### config.mk
export PLATFORM = sky130hd
export DESIGN_NAME = uart_tx_arbiter
export DESIGN_NICKNAME = d
export VERILOG_FILES = /design/src/rtl/uart_tx_arbiter_pkg.sv /design/src/rtl/uart_tx_arbiter_pick.sv /design/src/rtl/uart_tx_arbiter.sv
export SDC_FILE = /design/constraint.sdc
export NUM_CORES = 1
export LEC_CHECK = 0
export BUFFER_PORTS_ARGS = -buffer_cell sky130_fd_sc_hd__buf_2
export CORE_MARGIN = 1.5
export CORE_UTILIZATION = 51
export DETAILED_ROUTE_END_ITERATION = 16
export PLACE_DENSITY_LB_ADDON = 0.2
export SETUP_SLACK_MARGIN = 0.2
export SYNTH_ARGS = -nofsm -noshare
export SYNTH_HDL_FRONTEND = slang
export SYNTH_SLANG_ARGS = --single-unit
### constraint.sdc
create_clock -name clk -period 4.3 [get_ports clk]
set_input_delay 0.86 -clock clk [delete_from_list [all_inputs] [get_ports clk]]
set_output_delay 0.86 -clock clk [all_outputs]
set_load 0.005 [all_outputs]
### src/rtl/uart_tx_arbiter_pkg.sv
// Shared definitions for the UART transmit arbiter and the strip readers:
// FSM encoding, saturation limits and the 8-bit saturation helper.
package uart_tx_arbiter_pkg;

    typedef enum logic [2:0] {
        IDLE,
        LOAD,
        SEND,
        WAIT_HI,
        WAIT_LO,
        ACK
    } arb_state_t;

    localparam int signed SAT_MIN = 0;
    localparam int signed SAT_MAX = 255;

    // Callers sign-extend their result to 64 bits before calling.
    function automatic logic [7:0] sat8(input logic signed [63:0] value);
        if (value < 64'(SAT_MIN)) begin
            return 8'(SAT_MIN);
        end else if (value > 64'(SAT_MAX)) begin
            return 8'(SAT_MAX);
        end else begin
            return value[7:0];
        end
    endfunction

endpackage

### src/rtl/uart_tx_arbiter_pick.sv
// Combinational round-robin picker: first set request after rr_ptr,
// wrapping modulo NUM_REQ, returned one-hot and as an index.
module rr_priority_pick
    import uart_tx_arbiter_pkg::*;
#(
    parameter int NUM_REQ = 8,
    parameter int IDX_W   = 3
) (
    input  logic [NUM_REQ-1:0] req,
    input  logic [IDX_W-1:0]   rr_ptr,
    output logic [NUM_REQ-1:0] winner,
    output logic [IDX_W-1:0]   win_idx,
    output logic               found
);

    logic [IDX_W-1:0] cand;

    always_comb begin
        winner  = '0;
        win_idx = '0;
        found   = 1'b0;
        cand    = '0;
        for (int k = 1; k <= NUM_REQ; k++) begin
            cand = IDX_W'((int'(rr_ptr) + k) % NUM_REQ);
            if (!found && req[cand]) begin
                found        = 1'b1;
                winner[cand] = 1'b1;
                win_idx      = cand;
            end
        end
    end

endmodule

### src/rtl/uart_tx_arbiter.sv
// Round-robin owner of the shared UART TX: per grant, serve up to BURST_LEN
// saturated bytes through the tx_send/tx_busy handshake and ack each one.
module uart_tx_arbiter
    import uart_tx_arbiter_pkg::*;
#(
    parameter int NUM_REQ   = 8,
    parameter int DATA_W    = 23,
    parameter int BURST_LEN = 1,
    parameter int BUSY_WAIT = 4
) (
    input  logic                      clk,
    input  logic                      reset,
    input  logic [NUM_REQ-1:0]        req,
    input  logic [NUM_REQ*DATA_W-1:0] req_data,
    output logic [NUM_REQ-1:0]        grant,
    output logic [NUM_REQ-1:0]        ack,
    input  logic                      tx_busy,
    output logic                      tx_send,
    output logic [7:0]                tx_data,
    output logic                      active,
    output logic [31:0]               bytes_sent
);

    localparam int         IDX_W     = (NUM_REQ > 1) ? $clog2(NUM_REQ) : 1;
    localparam logic [7:0] BURST_MAX = 8'(BURST_LEN);
    localparam logic [7:0] WAIT_LAST = 8'(BUSY_WAIT - 1);

    arb_state_t               state, state_next;
    logic [IDX_W-1:0]         rr_ptr, owner_idx, win_idx;
    logic [NUM_REQ-1:0]       winner;
    logic                     found;
    logic [7:0]               burst_cnt, wait_cnt;
    logic signed [DATA_W-1:0] slot, data_q;

    rr_priority_pick #(
        .NUM_REQ(NUM_REQ),
        .IDX_W  (IDX_W)
    ) u_pick (
        .req    (req),
        .rr_ptr (rr_ptr),
        .winner (winner),
        .win_idx(win_idx),
        .found  (found)
    );

    assign slot   = req_data[owner_idx*DATA_W +: DATA_W];
    assign active = (state != IDLE);

    always_ff @(posedge clk) begin
        if (reset) begin
            state <= IDLE;
        end else begin
            state <= state_next;
        end
    end

    always_comb begin
        state_next = state;
        case (state)
            IDLE:    if (found) state_next = LOAD;
            LOAD:    state_next = SEND;
            SEND:    if (!tx_busy) state_next = WAIT_HI;
            // A UART that never raises busy must not stall the arbiter.
            WAIT_HI: if (tx_busy || wait_cnt == WAIT_LAST) state_next = WAIT_LO;
            WAIT_LO: if (!tx_busy) state_next = ACK;
            ACK: begin
                if (req[owner_idx] && burst_cnt < BURST_MAX) begin
                    state_next = LOAD;
                end else begin
                    state_next = IDLE;
                end
            end
            default: state_next = IDLE;
        endcase
    end

    always_ff @(posedge clk) begin
        if (reset) begin
            grant      <= '0;
            ack        <= '0;
            tx_send    <= 1'b0;
            tx_data    <= '0;
            bytes_sent <= '0;
            rr_ptr     <= IDX_W'(NUM_REQ - 1);
            owner_idx  <= '0;
            burst_cnt  <= '0;
            wait_cnt   <= '0;
        end else begin
            ack     <= '0;
            tx_send <= 1'b0;
            case (state)
                IDLE: begin
                    if (found) begin
                        grant     <= winner;
                        owner_idx <= win_idx;
                    end
                end
                SEND: begin
                    if (!tx_busy) begin
                        tx_data  <= sat8(64'(data_q));
                        tx_send  <= 1'b1;
                        wait_cnt <= '0;
                    end
                end
                WAIT_HI: wait_cnt <= wait_cnt + 8'd1;
                // ack and the counters update together so ack coincides with the new count.
                WAIT_LO: begin
                    if (!tx_busy) begin
                        ack        <= grant;
                        bytes_sent <= bytes_sent + 32'd1;
                        burst_cnt  <= burst_cnt + 8'd1;
                    end
                end
                ACK: begin
                    if (state_next == IDLE) begin
                        rr_ptr    <= owner_idx;
                        grant     <= '0;
                        burst_cnt <= '0;
                    end
                end
                default: ;
            endcase
        end
    end

    // Data register carries no reset; it is only observed after a LOAD.
    always_ff @(posedge clk) begin
        if (state == LOAD) begin
            data_q <= slot;
        end
    end

endmodule

# After elaboration in Yosys (flattened, before gate mapping)
# Index checks and enable logic that the tools add are counted.
[totals]
regBits = 105
inputBits = 195
wordCells = 177
out_inout_bits = 58
[classes]
add_sub_neg = 11
n_bitwise = 10
magnitude_cmp = 20
shifts = 1
eq_ne = 10
reduce_logical = 39
muxes = 74
n_mul = 1
[ops]
columns = ["cell", "count"]
rows = [
  ["variable part select 184 x 9 -> 23 bit", 1],
  ["two-way mux 8 bit", 14],
  ["bitwise OR 8 bit", 7],
  ["case mux 8 bit (2 select lines)", 3],
  ["< comparator 3 x 4 -> 1 bit, second input constant", 9],
  ["two-way mux 3 bit", 12],
  ["adder 32 x 1 -> 32 bit, second input constant", 1],
  ["binary-select mux 1 bit (select 3 bit)", 9],
  ["two-way mux 1 bit", 27],
  ["demux 1 bit (select 3 bit)", 8],
  ["greater-or-equal comparator 3 x 1 -> 1 bit, second input constant", 8],
  ["greater-than comparator 23 x 9 -> 1 bit, second input constant", 1],
  ["< comparator 23 x 1 -> 1 bit, second input constant", 1],
  ["case mux 3 bit (6 select lines)", 1],
  ["adder 8 x 1 -> 8 bit, second input constant", 2],
  ["logical AND 1 bit", 16],
  ["adder 3 bit, second input constant", 4],
  ["AND reduction 2 bit", 5],
  ["equality test 8 x 2 -> 1 bit, second input constant", 1],
  ["< comparator 8 x 1 -> 1 bit, second input constant", 1],
  ["multiplier 3 x 5 -> 8 bit, second input constant", 1],
  ["!= test 2 bit, second input constant", 4],
  ["zero test 1 bit", 7],
  ["adder 3 x 1 -> 3 bit, second input constant", 2],
  ["other kinds (12)", 21],
]

# Longest topological paths before layout
[logic_depth]
depth_word = 30
ltp_mapped = 14
mapped_depth_nobuf = 9

# Hierarchy
# From an unflattened synthesis, not the netlist that was laid out.
[unflattened]
cells_unflattened = 690
area_unflattened_um2 = 7138.1
[modules_own_cells]
columns = ["mod", "cells_each", "area_per_inst_um2", "n_inst"]
rows = [
  ["uart_tx_arbiter", 555, 5876.9, 1],
  ["rr_priority_pick", 135, 1261.2, 1],
]

# Worst setup path before layout
# No wires, ideal clock.
[synth_path]
path_type = "register -> register"
startpoint = "register rr_ptr[2]"
endpoint = "register owner_idx[1]"
arrival_time_ns = 3.063
setup_slack_ns = 1.119
path_stages_with_launch = 11
path_cell_list = "dfxtp_1 > buf_2 > clkinv_1 > ha_1 > mux4_2 > mux2_4 > nor4_4 > nand2_2 > o21bai_4 > nor2_4 > a32o_1"
[synth_between]
elab_chain_cells = 26
elab_cells_between_ends = 55
[synth_lines]
columns = ["element", "line", "text"]
rows = [
  ["from (decl)", "uart_tx_arbiter.sv:29", "logic [IDX_W-1:0] rr_ptr, owner_idx, win_idx;"],
  ["from (signal assigned)", "uart_tx_arbiter.sv:84", "rr_ptr <= IDX_W'(NUM_REQ - 1);"],
  ["from (signal assigned)", "uart_tx_arbiter.sv:116", "rr_ptr <= owner_idx;"],
  ["adder 3 x 1 -> 3 bit", "uart_tx_arbiter_pick.sv:24", "cand = IDX_W'((int'(rr_ptr) + k) % NUM_REQ);"],
  ["binary-select mux 1 bit (select 3 bit)", "uart_tx_arbiter_pick.sv:25", "if (!found && req[cand]) begin"],
  ["two-way mux 1 bit (not written as such)", "uart_tx_arbiter_pick.sv:25", ""],
  ["two-way mux 1 bit", "uart_tx_arbiter_pick.sv:25", ""],
  ["zero test 1 bit", "uart_tx_arbiter_pick.sv:25", ""],
  ["logical AND 1 bit", "uart_tx_arbiter_pick.sv:25", ""],
  ["two-way mux 1 bit", "uart_tx_arbiter_pick.sv:25", ""],
  ["zero test 1 bit", "uart_tx_arbiter_pick.sv:25", ""],
  ["(+10 left out)", "--", ""],
  ["two-way mux 1 bit", "uart_tx_arbiter_pick.sv:25", ""],
  ["zero test 1 bit", "uart_tx_arbiter_pick.sv:25", ""],
  ["logical AND 1 bit", "uart_tx_arbiter_pick.sv:25", ""],
  ["two-way mux 1 bit", "uart_tx_arbiter_pick.sv:25", ""],
  ["zero test 1 bit", "uart_tx_arbiter_pick.sv:25", ""],
  ["logical AND 1 bit", "uart_tx_arbiter_pick.sv:25", ""],
  ["two-way mux 1 bit", "uart_tx_arbiter_pick.sv:25", ""],
  ["AND reduction 2 bit (no source line)", "--", ""],
  ["to (signal assigned)", "uart_tx_arbiter.sv:95", "owner_idx <= win_idx;"],
  ["to (decl)", "uart_tx_arbiter.sv:29", ""],
]
# Parallel ways exist; a longest one is shown, timed or not. The select of a mux whose other input is x is not followed.
# A chain may end at the register's enable or synchronous reset.

# Worst setup path after layout
[layout_path]
startpoint = "register rr_ptr[1]"
endpoint = "register owner_idx[1]"
# Same word-level chain as after synthesis.

==> flow_summary.ini <==
[synth]
arithmetic_cell_share_of_the_synthesized_area_counting_full_adders_half_adders_and_majority_gates_pct = 1.797
synth_top_family_by_area = multiplexers
async_s_r_ff_share_synth_pct = 0
syn_avg_cell_area_um2 = 10.44
share_of_the_synthesized_area_in_compound_gates_ao_oa_aoi_oai_pct = 10.33
synth-edff-count = 23
synth.yosys.seq_area_share_pct = 33.50
synthDistinctLibCells = 70
yosys.area_share.simple_pct = 17.70
syn-cell-area_um2 = 6962
ys_seq_elements = 105
synthesis.instances = 667
yosys-mux-area-fraction_pct = 28.36
ys.flop_type = dfxtp_1
synth_warn = 0
yosys.area_share.xor_xnor_pct = 4.260
synthesized_nets = 872

[flow_run]
max_cap_violations = 0

[routing]
detailedRoute.firstIterationViolations = 426
vias_per_cell = 5.942
drt_drc_violations_left = 0
route.detailed.wl_per_inst_um = 19.37
detailroute.via_count = 6399
postRouteAntennaNets = 0
drt_first_pass_iters = 5
post_detailed_routing_wire_length_mm = 20.87

[power]
power.leakage_uw = 0.003515
worst_vdd_drop_mv = 0.2356
power-per-cell-area_nw_per_um2 = 291.2

[worst_hold_path]
min-delay-start = tx_data[2]$_SDFFE_PP0P_
holdPathStages = 2
hp-class = reg -> reg
whs_endpoint = tx_data[2]$_SDFFE_PP0P_

[timing]
finClkSkew_ps = 9.241
min_period_ps = 3372
actual_slew_at_the_worst_max_slew_pin_ps = 880.5
final-setup-viol-count = 0
hold_viol = 0
grt_setup_unrepaired = no
final.setup.worst_slack_ps = 927.7
maxSlewHeadroom_pct = 41.30
aggregate_negative_setup_slack_ps = 0
slew_violations = 0
fmax_achieved_mhz = 296.5
min_period_over_period_pct = 78.42

[grt]
grt_pass1_vias = 6060
grt_antenna_before_repair = 3
first_pass_grt_wire_length_mm = 31.77
grt_remaining_overflow = 0
grt_max_degree = 49
globalRouteTotalUtil_pct = 28.46

[worst_setup_path]
arrival_ps = 3600
r2r_slack_ps = 930
end_kind = flop
regToRegStartpoint = rr_ptr[1]$_SDFFE_PP1P_
worst-r2r-cell-count = 9
cp_startpoint_kind = flop
worst_r2r_endpoint = owner_idx[1]$_SDFFE_PP0P_
crit_path_max_fanout = 12
criticalPathCategory = reg -> reg
timing.critical_path.required_ps = 4520

[placement]
port_buf_inserts = 252
routabilityCongestion = 0.8774
preCtsSetupSlack_ps = 949.6
dp_hpwl_mm = 16.54

[clock_tree]
post_cts_resized = 0
clkSinkCount = 105
clock_path_buffers = 2
cts_max_level = 3
clock_slew_seen_by_the_registers_of_the_worst_setup_and_hold_paths_ps = 70
cts_buffers = 9
cts_post_setup_buffers_inserted = 0
clock-root-buffer = clkbuf_16
ctsHoldBuffers = 0
clkLatencyLatePin_ps = 340
tritoncts_clock_tree = done

[floorplanning]
core.rowCount = 42
num_io_pins = 253
die_height_um = 119.8
initial_core_utilization_pct = 52.36
core_region_area_um2 = 13300
die_width_um = 119.8
dieArea_um2 = 14360

[layout]
final_cell_mix = 252 x buf_2, 80 x dfxtp_1, 75 x nor2_1, 61 x mux4_2, 37 x nand2_1
areaGrowthSynthToFinish_pct = 23.65
final_common_cell = buf_2
fin_nets = 1098
layout-drive-gt1-share_pct = 43.88

[status]
status = finished clean
## sequential cells by signal (all words and copies together), names as in the netlist
register	flops
ack	8
burst_cnt	8
bytes_sent	32
data_q	23
grant	8
owner_idx	3
rr_ptr	3
state	3
tx_data	8
tx_send	1
wait_cnt	8
## worst max-delay path: stages, from the launching register on
cell	delay [ps]
dfxtp_1	330
inv_1	130
ha_1	670
mux4_1	520
mux2i_1	280
nor2b_1	440
nand2_2	160
o21bai_4	310
nor2_4	120
a32o_1	280
## how the worst max path moves through the flow
stage	from	endpoint	slack (ps)	cells after the start
floorplan	rr_ptr[2]$_SDFFE_PP1P_	owner_idx[1]$_SDFFE_PP0P_	1120	10
global placement	req[4]	owner_idx[1]$_SDFFE_PP0P_	980	8
detailed placement	req[7]	owner_idx[1]$_SDFFE_PP0P_	950	8
CTS	rr_ptr[1]$_SDFFE_PP1P_	owner_idx[1]$_SDFFE_PP0P_	940	9
global route	rr_ptr[1]$_SDFFE_PP1P_	grant[5]$_SDFFE_PP0P_	710	9
finish	rr_ptr[1]$_SDFFE_PP1P_	owner_idx[1]$_SDFFE_PP0P_	930	9
## area by class of cell
class | count | area [µm²]
clock buffer | 11 | 236.5
sequential | 105 | 2337
fill | 1072 | 4687
tap | 176 | 220.2
multi-input combinational | 500 | 4353
timing repair buffer | 264 | 1351
clock inverter | 5 | 53.80
inverter | 13 | 48.80
antenna | 3 | 7.507
## power by group
part	switching (µW)	internal, µW
Clock	342	457
Sequential	35.9	1080
Combinational	277	313
Total	655	1850
## Yosys cell counts, drive strengths merged, types with 3 or more instances
| cell type | count | share of area, % |
|---|---|---|
| or3 | 10 | 0.90 |
| nor2b | 4 | 0.36 |
| xor2 | 27 | 3.5 |
| o22ai | 3 | 0.27 |
| ha | 10 | 1.8 |
| and4 | 5 | 0.63 |
| nor2 | 76 | 4.2 |
| dfxtp | 82 | 24 |
| nand3 | 31 | 2.2 |
| nand4 | 17 | 1.6 |
| nor4 | 6 | 0.75 |
| inv | 12 | 0.65 |
| mux4 | 63 | 20 |
| nand2b | 6 | 0.54 |
| a221oi | 3 | 0.56 |
| a32o | 9 | 1.3 |
| mux2 | 37 | 6.1 |
| buf | 20 | 1.8 |
| a222oi | 3 | 0.43 |
| and3 | 3 | 0.27 |
| nand2 | 38 | 2.1 |
| edfxtp | 23 | 9.9 |
| a2111oi | 3 | 0.38 |
| nor3 | 18 | 1.3 |
| a211oi | 5 | 0.54 |
| nand3b | 3 | 0.32 |
| and2 | 12 | 1.1 |
| clkbuf | 29 | 1.6 |
| o21ai | 22 | 1.6 |
| nor4b | 3 | 0.59 |
| xnor2 | 6 | 0.75 |
| a31oi | 6 | 0.54 |
| a21oi | 34 | 2.4 |
| mux2i | 12 | 1.7 |
## layer usage
metal	part of all wire (%)	track usage, %
met3	6.9	5.561
met4	3.3	11.01
met1	41	36.95
met2	49	47.09
met5	0	0
## stage by stage
step | std cells | power, µW | hold slack, ps | cell area, µm² | utilization [%]
floorplan | 667 | 1528 | 460.7 | 6962 | -
global placement | 1058 | 1716 | 468.1 | 8310 | 62.51
detailed placement | 1058 | 1725 | 478.1 | 8310 | 62.51
CTS | 1074 | 2522 | 495.8 | 8601 | 64.69
global route | 1077 | 2614 | 510.9 | 8608 | 64.75
finish | 1077 | 2507 | 490.2 | 8608 | 64.75
## cells by family (layout without fill, tap and decap cells)
kind of cell               after synthesis  count (layout)
AOI/OAI and AO/OA                      106             106
other                                    0               3
buffers and inverters                   62             293
muxes                                  112             112
and+or+nand+nor                        239             239
xor gates and xnor gates                33              33
DFF                                    105             105
adders and majority gates               10              10
Power figures use the tool's default switching activity.
